**config.mk**
```make
export PLATFORM = sky130hd
export DESIGN_NAME = skills_word_decoder_flat
export DESIGN_NICKNAME = d
export VERILOG_FILES = /design/src/rtl/skills_word_decoder_if.sv /design/src/rtl/skills_word_decoder.sv /design/src/flat_wrapper.sv
export SDC_FILE = /design/constraint.sdc
export NUM_CORES = 1
export LEC_CHECK = 0
export ABC_AREA = 1
export ABC_CLOCK_PERIOD_IN_PS = 4180
export CELL_PAD_IN_SITES_DETAIL_PLACEMENT = 1
export CELL_PAD_IN_SITES_GLOBAL_PLACEMENT = 1
export CORE_ASPECT_RATIO = 0.9
export CORE_MARGIN = 10
export CORE_UTILIZATION = 43
export DETAILED_ROUTE_END_ITERATION = 10
export GPL_TIMING_DRIVEN = 1
export MAX_ROUTING_LAYER = met4
export PLACE_DENSITY = 0.88
export SYNTH_ARGS = -nofsm -noshare
export SYNTH_HDL_FRONTEND = slang
export SYNTH_SLANG_ARGS = --single-unit
export TNS_END_PERCENT = 1
```
**constraint.sdc**
```tcl
create_clock -name clk -period 4.18 [get_ports clk]
set_input_delay 0.418 -clock clk [delete_from_list [all_inputs] [get_ports clk]]
set_output_delay 0.418 -clock clk [all_outputs]
set_load 0.02 [all_outputs]
```
**src/rtl/skills_word_decoder_if.sv**
```systemverilog
// Handshake and result bundle for skills_word_decoder.
// The producer/consumer side uses master; the decoder uses slave.
interface skills_word_decoder_if;
  logic        in_valid;
  logic [31:0] in_word;
  logic        in_ready;
  logic        out_valid;
  logic        out_ready;
  logic [4:0]  skill_count;
  logic [1:0]  hw_cnt;
  logic [2:0]  sw_cnt;
  logic [2:0]  comm_cnt;
  logic [1:0]  tools_cnt;
  logic [2:0]  ana_cnt;
  logic [2:0]  misc_cnt;
  logic [2:0]  coffee;
  logic [2:0]  procrast;
  logic [2:0]  sleep;
  logic        coffee_high;
  logic        busy;

  modport master (
    output in_valid, in_word, out_ready,
    input  in_ready, out_valid, skill_count, hw_cnt, sw_cnt, comm_cnt,
           tools_cnt, ana_cnt, misc_cnt, coffee, procrast, sleep,
           coffee_high, busy
  );

  modport slave (
    input  in_valid, in_word, out_ready,
    output in_ready, out_valid, skill_count, hw_cnt, sw_cnt, comm_cnt,
           tools_cnt, ana_cnt, misc_cnt, coffee, procrast, sleep,
           coffee_high, busy
  );
endinterface

```
**src/rtl/skills_word_decoder.sv**
```systemverilog
// Bit-serial decoder for a packed experience word: scans bits 31..9 one per
// cycle, counting set bits overall and per skill group, then presents results.
module skills_word_decoder #(
  parameter logic [2:0] HIGH_THRESH = 3'd6
) (
  input logic                 clk,
  input logic                 rst,
  skills_word_decoder_if.slave bus
);

  typedef enum logic [1:0] {
    IDLE = 2'd0,
    SCAN = 2'd1,
    DONE = 2'd2
  } state_t;

  localparam logic [4:0] FIRST_IDX = 5'd31;
  localparam logic [4:0] LAST_IDX  = 5'd9;

  localparam logic [2:0] G_HW    = 3'd0;
  localparam logic [2:0] G_SW    = 3'd1;
  localparam logic [2:0] G_COMM  = 3'd2;
  localparam logic [2:0] G_TOOLS = 3'd3;
  localparam logic [2:0] G_ANA   = 3'd4;
  localparam logic [2:0] G_MISC  = 3'd5;

  // Maps a scanned bit index onto the skill group that owns it.
  function automatic logic [2:0] group_of(input logic [4:0] idx);
    logic [2:0] g;
    if (idx >= 5'd30)      g = G_HW;
    else if (idx >= 5'd25) g = G_SW;
    else if (idx >= 5'd21) g = G_COMM;
    else if (idx >= 5'd18) g = G_TOOLS;
    else if (idx >= 5'd14) g = G_ANA;
    else                   g = G_MISC;
    return g;
  endfunction

  state_t      state_r;
  state_t      state_nx_s;
  logic [31:0] word_r;
  logic [4:0]  index_r;
  logic [4:0]  total_r, total_nx_s;
  logic [1:0]  hw_r, hw_nx_s;
  logic [2:0]  sw_r, sw_nx_s;
  logic [2:0]  comm_r, comm_nx_s;
  logic [1:0]  tools_r, tools_nx_s;
  logic [2:0]  ana_r, ana_nx_s;
  logic [2:0]  misc_r, misc_nx_s;

  logic [4:0]  skill_count_r;
  logic [1:0]  hw_cnt_r;
  logic [2:0]  sw_cnt_r;
  logic [2:0]  comm_cnt_r;
  logic [1:0]  tools_cnt_r;
  logic [2:0]  ana_cnt_r;
  logic [2:0]  misc_cnt_r;
  logic [2:0]  coffee_r;
  logic [2:0]  procrast_r;
  logic [2:0]  sleep_r;
  logic        coffee_high_r;

  logic        in_ready_s;
  logic        out_valid_s;
  logic        busy_s;
  logic        bit_s;
  logic        accept_s;
  logic        scan_last_s;

  assign bit_s       = word_r[index_r];
  assign accept_s    = (state_r == IDLE) && bus.in_valid;
  assign scan_last_s = (state_r == SCAN) && (index_r == LAST_IDX);

  // State register.
  always_ff @(posedge clk or posedge rst) begin
    if (rst) state_r <= IDLE;
    else     state_r <= state_nx_s;
  end

  // Next-state logic: SCAN always lasts exactly 23 cycles regardless of content.
  always_comb begin
    state_nx_s = state_r;
    case (state_r)
      IDLE: begin
        if (bus.in_valid) state_nx_s = SCAN;
        else              state_nx_s = IDLE;
      end
      SCAN: begin
        if (index_r == LAST_IDX) state_nx_s = DONE;
        else                     state_nx_s = SCAN;
      end
      DONE: begin
        if (bus.out_ready) state_nx_s = IDLE;
        else               state_nx_s = DONE;
      end
      default: state_nx_s = IDLE;
    endcase
  end

  // Handshake and status decode of the state register.
  always_comb begin
    in_ready_s  = 1'b0;
    out_valid_s = 1'b0;
    busy_s      = 1'b0;
    case (state_r)
      IDLE: in_ready_s = 1'b1;
      SCAN: busy_s     = 1'b1;
      DONE: begin
        out_valid_s = 1'b1;
        busy_s      = 1'b1;
      end
      default: in_ready_s = 1'b0;
    endcase
  end

  // Accumulator increments for the bit under the scan index.
  always_comb begin
    total_nx_s = total_r;
    hw_nx_s    = hw_r;
    sw_nx_s    = sw_r;
    comm_nx_s  = comm_r;
    tools_nx_s = tools_r;
    ana_nx_s   = ana_r;
    misc_nx_s  = misc_r;
    if ((state_r == SCAN) && bit_s) begin
      total_nx_s = total_r + 5'd1;
      case (group_of(index_r))
        G_HW:    hw_nx_s    = hw_r + 2'd1;
        G_SW:    sw_nx_s    = sw_r + 3'd1;
        G_COMM:  comm_nx_s  = comm_r + 3'd1;
        G_TOOLS: tools_nx_s = tools_r + 2'd1;
        G_ANA:   ana_nx_s   = ana_r + 3'd1;
        G_MISC:  misc_nx_s  = misc_r + 3'd1;
        default: misc_nx_s  = misc_r;
      endcase
    end else begin
      total_nx_s = total_r;
    end
  end

  // Capture, scan index and accumulators.
  always_ff @(posedge clk or posedge rst) begin
    if (rst) begin
      word_r  <= 32'd0;
      index_r <= FIRST_IDX;
      total_r <= 5'd0;
      hw_r    <= 2'd0;
      sw_r    <= 3'd0;
      comm_r  <= 3'd0;
      tools_r <= 2'd0;
      ana_r   <= 3'd0;
      misc_r  <= 3'd0;
    end else if (accept_s) begin
      word_r  <= bus.in_word;
      index_r <= FIRST_IDX;
      total_r <= 5'd0;
      hw_r    <= 2'd0;
      sw_r    <= 3'd0;
      comm_r  <= 3'd0;
      tools_r <= 2'd0;
      ana_r   <= 3'd0;
      misc_r  <= 3'd0;
    end else if (state_r == SCAN) begin
      index_r <= index_r - 5'd1;
      total_r <= total_nx_s;
      hw_r    <= hw_nx_s;
      sw_r    <= sw_nx_s;
      comm_r  <= comm_nx_s;
      tools_r <= tools_nx_s;
      ana_r   <= ana_nx_s;
      misc_r  <= misc_nx_s;
    end
  end

  // Result registers: loaded once on DONE entry (including bit 9), held otherwise.
  always_ff @(posedge clk or posedge rst) begin
    if (rst) begin
      skill_count_r <= 5'd0;
      hw_cnt_r      <= 2'd0;
      sw_cnt_r      <= 3'd0;
      comm_cnt_r    <= 3'd0;
      tools_cnt_r   <= 2'd0;
      ana_cnt_r     <= 3'd0;
      misc_cnt_r    <= 3'd0;
      coffee_r      <= 3'd0;
      procrast_r    <= 3'd0;
      sleep_r       <= 3'd0;
      coffee_high_r <= 1'b0;
    end else if (scan_last_s) begin
      skill_count_r <= total_nx_s;
      hw_cnt_r      <= hw_nx_s;
      sw_cnt_r      <= sw_nx_s;
      comm_cnt_r    <= comm_nx_s;
      tools_cnt_r   <= tools_nx_s;
      ana_cnt_r     <= ana_nx_s;
      misc_cnt_r    <= misc_nx_s;
      coffee_r      <= word_r[8:6];
      procrast_r    <= word_r[5:3];
      sleep_r       <= word_r[2:0];
      coffee_high_r <= (word_r[8:6] >= HIGH_THRESH);
    end
  end

  assign bus.in_ready    = in_ready_s;
  assign bus.out_valid   = out_valid_s;
  assign bus.busy        = busy_s;
  assign bus.skill_count = skill_count_r;
  assign bus.hw_cnt      = hw_cnt_r;
  assign bus.sw_cnt      = sw_cnt_r;
  assign bus.comm_cnt    = comm_cnt_r;
  assign bus.tools_cnt   = tools_cnt_r;
  assign bus.ana_cnt     = ana_cnt_r;
  assign bus.misc_cnt    = misc_cnt_r;
  assign bus.coffee      = coffee_r;
  assign bus.procrast    = procrast_r;
  assign bus.sleep       = sleep_r;
  assign bus.coffee_high = coffee_high_r;

endmodule
```
**src/flat_wrapper.sv**
```systemverilog
// flat-port wrapper written by rule: the top's interface ports become plain ports
module skills_word_decoder_flat 
#(
  parameter logic [2:0] HIGH_THRESH = 3'd6
)
  (clk, rst, bus_in_valid, bus_in_word, bus_out_ready, bus_in_ready, bus_out_valid, bus_skill_count, bus_hw_cnt, bus_sw_cnt, bus_comm_cnt, bus_tools_cnt, bus_ana_cnt, bus_misc_cnt, bus_coffee, bus_procrast, bus_sleep, bus_coffee_high, bus_busy);
  skills_word_decoder_if bus_i ();
  input logic clk;
  input logic rst;
  input wire logic [$bits(bus_i.in_valid)-1:0] bus_in_valid;
  input wire logic [$bits(bus_i.in_word)-1:0] bus_in_word;
  input wire logic [$bits(bus_i.out_ready)-1:0] bus_out_ready;
  output wire logic [$bits(bus_i.in_ready)-1:0] bus_in_ready;
  output wire logic [$bits(bus_i.out_valid)-1:0] bus_out_valid;
  output wire logic [$bits(bus_i.skill_count)-1:0] bus_skill_count;
  output wire logic [$bits(bus_i.hw_cnt)-1:0] bus_hw_cnt;
  output wire logic [$bits(bus_i.sw_cnt)-1:0] bus_sw_cnt;
  output wire logic [$bits(bus_i.comm_cnt)-1:0] bus_comm_cnt;
  output wire logic [$bits(bus_i.tools_cnt)-1:0] bus_tools_cnt;
  output wire logic [$bits(bus_i.ana_cnt)-1:0] bus_ana_cnt;
  output wire logic [$bits(bus_i.misc_cnt)-1:0] bus_misc_cnt;
  output wire logic [$bits(bus_i.coffee)-1:0] bus_coffee;
  output wire logic [$bits(bus_i.procrast)-1:0] bus_procrast;
  output wire logic [$bits(bus_i.sleep)-1:0] bus_sleep;
  output wire logic [$bits(bus_i.coffee_high)-1:0] bus_coffee_high;
  output wire logic [$bits(bus_i.busy)-1:0] bus_busy;
  assign bus_i.in_valid = bus_in_valid;
  assign bus_i.in_word = bus_in_word;
  assign bus_i.out_ready = bus_out_ready;
  assign bus_in_ready = bus_i.in_ready;
  assign bus_out_valid = bus_i.out_valid;
  assign bus_skill_count = bus_i.skill_count;
  assign bus_hw_cnt = bus_i.hw_cnt;
  assign bus_sw_cnt = bus_i.sw_cnt;
  assign bus_comm_cnt = bus_i.comm_cnt;
  assign bus_tools_cnt = bus_i.tools_cnt;
  assign bus_ana_cnt = bus_i.ana_cnt;
  assign bus_misc_cnt = bus_i.misc_cnt;
  assign bus_coffee = bus_i.coffee;
  assign bus_procrast = bus_i.procrast;
  assign bus_sleep = bus_i.sleep;
  assign bus_coffee_high = bus_i.coffee_high;
  assign bus_busy = bus_i.busy;
  skills_word_decoder #(.HIGH_THRESH(HIGH_THRESH)) u_core (.clk(clk), .rst(rst), .bus(bus_i));
endmodule
```
==> results of run 1 <==
per-layer routing:
layer,GRT usage [%],share of wire [%]
met1,22.4,44
met2,32.3,50
met3,2.70,4.2
met4,7.20,1.7
met5,-,0
worst min-delay path by stage:
stage,startpoint,end,slack [ns],cells after the start
final,u_core.bus.ana_cnt[1]$_DFFE_PP0P_,u_core.bus.ana_cnt[1]$_DFFE_PP0P_,0.48,2
after CTS,u_core.bus.sw_cnt[1]$_DFFE_PP0P_,u_core.bus.sw_cnt[1]$_DFFE_PP0P_,0.48,2
after global routing,u_core.bus.ana_cnt[1]$_DFFE_PP0P_,u_core.bus.ana_cnt[1]$_DFFE_PP0P_,0.51,2
after floorplan,u_core.word_r[15]$_DFFE_PP0P_,u_core.word_r[15]$_DFFE_PP0P_,0.44,2
after global placement,u_core.bus.sw_cnt[2]$_DFFE_PP0P_,u_core.bus.sw_cnt[2]$_DFFE_PP0P_,0.46,2
after detailed placement,u_core.bus.sw_cnt[1]$_DFFE_PP0P_,u_core.bus.sw_cnt[1]$_DFFE_PP0P_,0.46,2
stage by stage:
step / area, µm² / hold slack (ns) / setup slack [ns]
5_1_grt: 5620 / 0.506 / 0.881
4_1_cts: 5620 / 0.482 / 1.20
6_report: 5620 / 0.479 / 1.13
2_1_floorplan: 4500 / 0.441 / 1.41
3_5_place_dp: 5280 / 0.464 / 1.26
3_3_place_gp: 5280 / 0.465 / 1.41
kinds of logic after synthesis:
logic type	Yosys count	synth area share, %
simple gates	309	27.7
flops	91	50.8
buf+inv	82	7.34
compound gates	73	8.32
xor+xnor	13	2.53
fa+ha+maj	11	3.06
mux	1	0.250
cell type report:
class | instances | area [µm²] | share of cell area (%)
Sequential cell | 91 | 2280 | 40.6
Multi-Input combinational cell | 407 | 1880 | 33.5
Timing Repair Buffer | 75 | 736 | 13.1
Clock buffer | 9 | 225 | 4.01
Inverter | 56 | 211 | 3.76
Tap cell | 129 | 161 | 2.87
Clock inverter | 7 | 121 | 2.16
report_power, final:
group / total, mW / leakage, nW / switching, mW / internal (mW)
registers: 1.49 / 1.17 / 0.240 / 1.25
clock network: 0.961 / 0.170 / 0.372 / 0.589
logic: 2.17 / 1.55 / 1.43 / 0.749
sequential cells by signal, summed over array words and instances (netlist names), 3 cells and up:
signal	flops
u_core.sw_r	3
u_core.bus.sleep	3
u_core.bus.misc_cnt	3
u_core.bus.ana_cnt	3
u_core.misc_r	3
u_core.bus.procrast	3
u_core.comm_r	3
u_core.bus.skill_count	5
u_core.bus.comm_cnt	3
u_core.index_r	5
u_core.ana_r	3
u_core.total_r	5
u_core.word_r	32
u_core.bus.sw_cnt	3
u_core.bus.coffee	3
critical path, stage by stage (launching register included):
cell     delay (ns)
dfstp_2        0.75
inv_2          0.24
nand2_1        0.14
nand3_1        0.08
nand2_1        0.09
nor2_1         0.05
nor2_1         0.12
nor2_1         0.06
nand2_1        0.07
buf_4          0.26
nand2_1        0.52
nand2_1        0.26
nand2_1        0.11
nand2_1        0.10
nand2_1        0.05
Yosys cell counts:
master	count
a21oi_1	18
buf_2	3
buf_4	5
clkbuf_1	18
dfrtp_1	86
dfstp_2	5
ha_1	11
inv_1	55
inv_2	1
mux2_2	1
nand2_1	225
nand3_1	49
nand3b_1	4
nand4_1	2
nor2_1	26
nor2_2	1
nor3_1	1
o211ai_1	1
o21ai_0	50
o21ai_1	2
o21ai_2	1
o21bai_1	1
or2_2	1
xnor2_1	5
xor2_1	8
==> key figures, run 1 <==
Status
  • Status: finished clean

Global route
  • Largest net degree at the start of global routing: 61
  • Initial antenna violation count: 0
  • Overall routing resource usage: 18.9%
  • First-pass GRT wire length: 22400 µm
  • Via count of the first global-routing pass: 4527
  • Overflow after GRT: 0

Timing
  • RSZ-0062 raised after global routing: false
  • Setup Viol. Count Final: 0
  • Relative slew slack: 17.2%
  • Clk_skew: 0.00873 ns
  • Final Hold Vio Count: 0
  • Fmax: 328 MHz
  • Final period util: 73.0%
  • Setup tns final: 0 ns
  • Final Max Tran Viols: 0
  • Slew at the pin closest to its max-slew limit: 1.24 ns
  • Post-layout min period: 3.05 ns

Detailed routing
  • Wirelength per Cell: 17.1 µm
  • Initial drt markers: 307
  • Post-route ant nets: 0
  • Post-Route WL: 13200 µm
  • Vias: 4112
  • Post-route DRC: 0
  • Length of the first detailed-routing pass in iterations: 4
  • Via/cell ratio: 5.31

Clock tree
  • Clock latency on the worst-skew pair: 0.35 ns
  • CTS H-tree depth: 3
  • Max Buffers Root-to-Sink: 2
  • Clock-pin slew on the worst setup and hold paths: 0.07 ns
  • Cts bufs inserted: 9
  • Hold buffer count at CTS: 0
  • CTS tree: done
  • Clk sinks: 91
  • CTS resizes: 0
  • Clock root cell: clkbuf_16
  • Setup bufs post-CTS: 0

Critical path
  • R2r endpoint: u_core.bus.hw_cnt[1]$_DFFE_PP0P_
  • R2r setup slk: 1.13 ns
  • Crit Path Class: register to register
  • R2R depth: 14
  • Worst Path Required: 4.41 ns
  • Critical Path AT: 3.28 ns
  • CP startpoint kind: register
  • End point of the critical path: u_core.bus.hw_cnt[1]$_DFFE_PP0P_
  • Launch point of the worst path: u_core.index_r[0]$_DFFE_PP1P_
  • Max FO, Critical Path: 22
  • CP Capture Type: register
  • RR Startpoint: u_core.index_r[0]$_DFFE_PP1P_

Floorplanning
  • I/O pins: 70
  • Initial core utilization: 43.9%
  • Core box area: 10200 µm²
  • Die X: 128 µm
  • Die H: 117 µm
  • Die area: 15000 µm²
  • Row Count: 35

Yosys
  • Sequential area share after synthesis: 50.8%
  • Syn avg cell area: 7.76 µm²
  • Post-Syn Nets: 627
  • Register bit total from synthesis: 91
  • Synth area leaders: dfrtp_1 48%, nand2_1 19%, o21ai_0 5.6%, nand3_1 5.5%, inv_1 4.6%
  • Unique masters post-synth: 25
  • Mapped Area: 4500 µm²
  • Yosys top cell area share: 47.8%
  • Post-synth top area cell: dfrtp_1
  • Ys Warns: 0
  • Cells after Synth: 580

Finish
  • Layout area overhead: 25.0%
  • Most common cell after layout, fill and taps aside: nand2_1
  • N_diodes: 0
  • Layout Nets: 687
  • Most frequent cells in the layout: 225 x nand2_1, 86 x dfrtp_1, 69 x clkdlybuf4s50_1, 53 x inv_1, 50 x o21ai_0
  • Fin util: 54.9%
  • Non-Filler Instances: 774
  • Layout cell share with drive strength beyond 1: 5.27%
  • Fillers: 1265

Worst hold path
  • Worst Hold Class: register to register

Placement
  • Routability cong.: 0.821
  • Post-DP HPWL: 9010 µm
  • # port buffers: 69
  • # placed instances: 758

Power
  • Max rail drop VDD: 0.381 mV
  • Pleak: 2.89 nW
  • Overall Power: 4.63 mW
  • Pwr per Cell Area: 823 nW/µm²

Run
  • Max cap viols: 0
No activity file was read; power rests on OpenSTA's default activity.
==> run 2, diff against run 1 <==
Settings changed: ABC_CLOCK_PERIOD_IN_PS 4180 to 3000, CORE_UTILIZATION 43 to 39, PLACE_DENSITY 0.88 to 0.81.
Clock period 4.18 ns to 3 ns, I/O delays scaled along.
==> run 2 against run 1 <==
Critical endpoint is now u_core.bus.sleep[0]$_DFFE_PP0P_. Maximum frequency increased by 23%. Final cell count increased by 3.6%. Flip-flop and latch count unchanged. Sequential share of layout area decreased by 0.43 points. Routed wire length increased by 0.27%. Worst setup slack got worse by 0.60 ns. Clock power increased by 28%. Sequential power increased by 39%. First-iteration DRC count increased by 0.33%. Clock skew about the same.
==> key figures, run 2 (synthesis gave the netlist of run 1 again) <==
Clock tree
  • Clock-pin slew on the worst setup and hold paths: 0.07 ns
  • Max Buffers Root-to-Sink: 2
  • Setup bufs post-CTS: 0
  • Hold buffer count at CTS: 0
  • CTS H-tree depth: 3
  • Clock root cell: clkbuf_16
  • Cts bufs inserted: 9
  • CTS tree: done
  • Clk sinks: 91
  • CTS resizes: 0
  • Clock latency on the worst-skew pair: 0.35 ns

Global route
  • Initial antenna violation count: 0
  • First-pass GRT wire length: 22200 µm
  • Largest net degree at the start of global routing: 58
  • Overall routing resource usage: 17.3%
  • Via count of the first global-routing pass: 4427
  • Overflow after GRT: 0

Floorplanning
  • Die H: 122 µm
  • Initial core utilization: 39.7%
  • Die X: 133 µm
  • Row Count: 37
  • Die area: 16200 µm²
  • I/O pins: 70
  • Core box area: 11300 µm²

Finish
  • N_diodes: 0
  • Top reg by flops: u_core.word_r
  • Most common cell after layout, fill and taps aside: nand2_1
  • Layout area overhead: 26.3%
  • Layout Nets: 688
  • Most frequent cells in the layout: 225 x nand2_1, 86 x dfrtp_1, 69 x clkdlybuf4s50_1, 52 x inv_1, 50 x o21ai_0
  • Max reg flops: 32
  • Layout cell share with drive strength beyond 1: 5.26%
  • Non-Filler Instances: 802

Detailed routing
  • Length of the first detailed-routing pass in iterations: 4
  • Initial drt markers: 308
  • Via/cell ratio: 5.01
  • Wirelength per Cell: 16.5 µm
  • Vias: 4018
  • Post-Route WL: 13300 µm
  • Post-route ant nets: 0
  • Post-route DRC: 0

Timing
  • Fmax: 405 MHz
  • Slew at the pin closest to its max-slew limit: 0.707 ns
  • Final Max Tran Viols: 0
  • WHS: 0.356 ns
  • Setup tns final: 0 ns
  • Final Hold Vio Count: 0
  • Setup Viol. Count Final: 0
  • RSZ-0062 raised after global routing: false
  • Relative slew slack: 52.4%
  • Final period util: 82.3%
  • Clk_skew: 0.00868 ns
  • Post-layout min period: 2.47 ns

Power
  • Internal Pwr Total: 3.58 mW
  • Pleak: 2.90 nW
  • Sequential share of power: 32.5%
  • Overall Power: 6.37 mW
  • Sw Pwr: 2.79 mW
  • Max rail drop VDD: 0.595 mV
  • Comb pwr share: 48.2%
  • Clock power share: 19.3%
  • Pwr per Cell Area: 1120 nW/µm²
  • Switch share: 43.8%

Critical path
  • CP startpoint kind: register
  • RR Startpoint: u_core.index_r[0]$_DFFE_PP1P_
  • Max FO, Critical Path: 26
  • Worst Path Required: 3.24 ns
  • Crit Path Class: register to register
  • CP Capture Type: register
  • Critical Path AT: 2.71 ns
  • Launch point of the worst path: u_core.index_r[0]$_DFFE_PP1P_

Placement
  • # placed instances: 785
  • Routability cong.: 0.821
  • # port buffers: 69
  • Post-DP HPWL: 9300 µm

Worst hold path
  • Worst Hold Class: input port to asynchronous set/reset pin

Status
  • Status: finished clean

Run
  • Max cap viols: 0
run 2: cell types whose count changed in the layout (fill, tap and decap cells not counted), sizes merged:
cell,previous run,this run
buf,6,7
clkinv,3,4
bufinv,3,2
clkbuf,9,11
clkinvlp,0,1
inv,57,54
run 2: per-layer routing:
| metal | wire length, µm | GRT usage (%) | vias to the layer above |
|---|---|---|---|
| met4 | 182 | 5.30 | 0 |
| met3 | 507 | 2.92 | 14 |
| li1 | - | - | 1935 |
| met1 | 5700 | 19.8 | 1996 |
| met2 | 6880 | 30.8 | 73 |
| met5 | 0 | - | - |
run 2: worst paths after layout:
kind / endpoint / slack [ns] / cells past startpoint
max in group asynchronous: u_core.index_r[1]$_DFFE_PP1P_ / 1.88 / 3
hold / removal: u_core.bus.sleep[2]$_DFFE_PP0P_ / 0.36 / 2
hold reg to reg: u_core.bus.tools_cnt[1]$_DFFE_PP0P_ / 0.48 / 2
setup reg to reg: u_core.bus.sleep[0]$_DFFE_PP0P_ / 0.53 / 6
min in group clk: u_core.bus.tools_cnt[1]$_DFFE_PP0P_ / 0.48 / 2
setup / recovery: u_core.bus.sleep[0]$_DFFE_PP0P_ / 0.53 / 6
run 2: final cells by class:
cell class | count | area (µm²)
well taps | 156 | 195
clock inverters | 5 | 77.6
inverters | 56 | 211
flip-flops and latches | 91 | 2280
fillers | 1397 | 5660
multi-input cells | 407 | 1880
repair buffers | 76 | 788
clock buffers | 11 | 243
run 2: power groups by stage:
| stage | Sequential [mW] | Clock, mW | Combinational (mW) |
|---|---|---|---|
| floorplan | 2.15 | 0 | 1.95 |
| global placement | 2.05 | 0 | 2.87 |
| detailed placement | 2.09 | 0 | 3.05 |
| CTS | 2.07 | 1.25 | 3.11 |
| global route | 2.14 | 1.30 | 3.48 |
| finish | 2.07 | 1.23 | 3.07 |
run 2: stage by stage:
stage	area, µm²	setup slack [ns]	util (%)
2_1_floorplan	4500	0.345	-
3_3_place_gp	5340	0.720	47.0
3_5_place_dp	5340	0.535	47.0
4_1_cts	5660	0.520	49.9
5_1_grt	5680	0.253	50.1
6_report	5680	0.531	50.1
run 2: critical path: stages (launching register included):
cell and delay (ns):
dfstp_2 0.74, ha_1 0.26, nand4_1 0.13, nor2_1 0.17, clkinv_1 0.48, buf_16 0.36
o21ai_0 0.22
==> run 3, diff against run 2 <==
Settings changed: ABC_CLOCK_PERIOD_IN_PS 3000 to 2000, CORE_UTILIZATION 39 to 36, PLACE_DENSITY 0.81 to 0.79.
Clock period 3 ns to 2 ns, I/O delays scaled along.
==> run 3 against run 2 <==
The flow now finishes with violations (negative setup slack). Hold slack worse by 0.017 ns. Sequential share of layout area is 3.2 points lower. Worst setup slack got worse by 0.78 ns. Register-to-register slack got worse by 0.78 ns. Critical endpoint is now u_core.bus.comm_cnt[0]$_DFFE_PP0P_.
==> key figures, run 3 (synthesis gave the netlist of run 1 again) <==
Status
  • Status: finished, violations left
  • Failing checks: negative setup slack

Floorplanning
  • Row Count: 38
  • Die H: 126 µm
  • Initial core utilization: 37.1%
  • Core box area: 12100 µm²
  • I/O pins: 70
  • Die area: 17400 µm²
  • Die X: 138 µm

Clock tree
  • Hold buffer count at CTS: 0
  • Clk sinks: 91
  • Clock latency on the worst-skew pair: 0.35 ns
  • CTS H-tree depth: 3
  • Max Buffers Root-to-Sink: 2
  • Clock root cell: clkbuf_16
  • CTS tree: done
  • Clock-pin slew on the worst setup and hold paths: 0.07 ns
  • Cts bufs inserted: 9

Power
  • Pwr per Cell Area: 1840 nW/µm²
  • Sequential share of power: 27.5%
  • Overall Power: 11.4 mW
  • Internal Pwr Total: 6.34 mW
  • Max rail drop VDD: 0.803 mV
  • Switch share: 44.2%
  • Sw Pwr: 5.02 mW
  • Pleak: 3.08 nW
  • Clock power share: 16.5%
  • Comb pwr share: 56.0%

Detailed routing
  • Initial drt markers: 286
  • Post-route ant nets: 0
  • Wirelength per Cell: 18.1 µm
  • Wire length on met2: 7740 µm
  • Wl on met1: 6070 µm
  • Via/cell ratio: 5.12
  • Length of routed met3 wiring: 738 µm
  • Length of the first detailed-routing pass in iterations: 4
  • Post-Route WL: 15100 µm
  • Vias: 4253
  • Post-route DRC: 0
  • Top routing layer used: met4

Critical path
  • Crit Path Class: register to register
  • Slowest cell on crit path: dfstp_2
  • Max FO, Critical Path: 7
  • R2R depth: 12
  • Launch point of the worst path: u_core.index_r[2]$_DFFE_PP1P_
  • Delay of the slowest critical-path stage: 0.64 ns
  • CP startpoint kind: register
  • Critical Path AT: 2.53 ns
  • CP dominant cell by count: nand2_1
  • CP cell instances: buf_4 > nor2_4 > o21ai_2 > inv_1 > nor2_4 > buf_4 > nand3b_1 > nand2_1 > nand3_1 > nand2_1 > nand2_1 > nand2_1
  • RR Startpoint: u_core.index_r[2]$_DFFE_PP1P_
  • CP Capture Type: register
  • CP bufs+invs: 3
  • R2r setup slk: -0.25 ns
  • R2r endpoint: u_core.bus.comm_cnt[0]$_DFFE_PP0P_
  • Worst Path Required: 2.28 ns
  • Cell family with most CP delay: simple AND/OR/NAND/NOR gates

Global route
  • Via count of the first global-routing pass: 4654
  • Largest net degree at the start of global routing: 92
  • Overflow after GRT: 0
  • Overall routing resource usage: 17.2%
  • Initial antenna violation count: 0
  • First-pass GRT wire length: 23500 µm

Timing
  • Relative slew slack: 66.2%
  • Final Max Tran Viols: 0
  • Fin worst setup slack: -0.248 ns
  • Post-layout min period: 2.25 ns
  • Final period util: 112%
  • Slew at the pin closest to its max-slew limit: 0.507 ns
  • RSZ-0062 raised after global routing: true
  • Clk_skew: 0.00789 ns
  • Fmax: 445 MHz
  • Setup Viol. Count Final: 42
  • Setup tns final: -3.61 ns
  • Final Hold Vio Count: 0
  • WHS: 0.338 ns

Finish
  • Non-Filler Instances: 831
  • Fillers: 1448
  • Layout Nets: 713
  • Footprint of the multi-input gates: 2080 µm²
  • Max reg flops: 32
  • Layout cell share with drive strength beyond 1: 15.6%
  • Most frequent cells in the layout: 206 x nand2_1, 86 x dfrtp_1, 68 x clkdlybuf4s50_1, 49 x inv_1, 48 x o21ai_0
  • N_diodes: 0
  • Layout area overhead: 37.2%
  • Most common cell after layout, fill and taps aside: nand2_1
  • Top reg by flops: u_core.word_r
  • Area taken by flip-flops and latches: 2280 µm²

Placement
  • Routability cong.: 0.846
  • Post-DP HPWL: 9360 µm
  • # placed instances: 806
  • # port buffers: 69

Run
  • Max cap viols: 0

Worst hold path
  • Worst Hold Class: input port to asynchronous set/reset pin
==> run 3: cell types whose count changed in the layout (fill, tap and decap cells not counted), sizes merged <==
cell and delta:
dlygate4sd2 +1, clkdlybuf4s50 -1, clkinv -1, buf +24
inv +2
==> run 3: worst register-to-register path, delay by kind of cell (launching register included) <==
kind            cells  cell delay, ns
simple gates        8            0.90
buf+inv             3            0.45
flops               1            0.64
compound gates      1            0.20
==> run 3: power by group through the flow <==
stage                     sequential (mW)  combinational (mW)  clock, mW
after global placement               3.03                4.68          0
after global routing                 3.22                6.97       1.98
after floorplan                      3.22                2.92          0
after detailed placement             3.09                4.92          0
after CTS                            3.09                5.68       1.90
final                                3.13                6.36       1.87
==> run 3: worst max path at each step <==
stage,end,slack (ns),cells after the start
6_report,u_core.bus.comm_cnt[0]$_DFFE_PP0P_,-0.25,12
5_1_grt,u_core.bus.comm_cnt[0]$_DFFE_PP0P_,-0.37,14
4_1_cts,u_core.misc_r[2]$_DFFE_PP0P_,-0.04,12
3_5_place_dp,u_core.bus.comm_cnt[2]$_DFFE_PP0P_,-0.13,13
3_3_place_gp,u_core.bus.skill_count[3]$_DFFE_PP0P_,0.02,13
2_1_floorplan,u_core.bus.hw_cnt[0]$_DFFE_PP0P_,0.18,16
==> run 3: area by class of cell <==
cell class / instances / area share, %
Clock inverter: 6 / 1.42
Clock buffer: 10 / 3.87
Sequential cell: 91 / 37.0
Tap cell: 160 / 3.24
Timing Repair Buffer: 101 / 17.1
Inverter: 56 / 3.59
Multi-Input combinational cell: 407 / 33.7
==> run 3: what timing repair did <==
item / in CTS / in global routing
endpoints found under the hold margin: 0 / 0
setup endpoints to repair: 43 / 53
gates cloned: 1 / 1
resized for setup: 37 / 33
pin swaps: 7 / 14
buffers inserted: 5 / 2
==> run 3: per-stage QoR <==
stage / util, % / instance area [µm²] / worst slack, ns
after global routing: 50.9 / 6170 / -0.374
after detailed placement: 45.3 / 5500 / -0.127
after floorplan: - / 4500 / 0.177
after global placement: 45.3 / 5500 / 0.0173
after CTS: 49.6 / 6010 / -0.0429
final: 50.9 / 6170 / -0.248
==> run 3: per-layer routing <==
layer	global-route usage, %	vias up
met1	19.4	2103
met3	2.50	40
met5	-	-
li1	-	1994
met4	6.93	0
met2	29.6	116
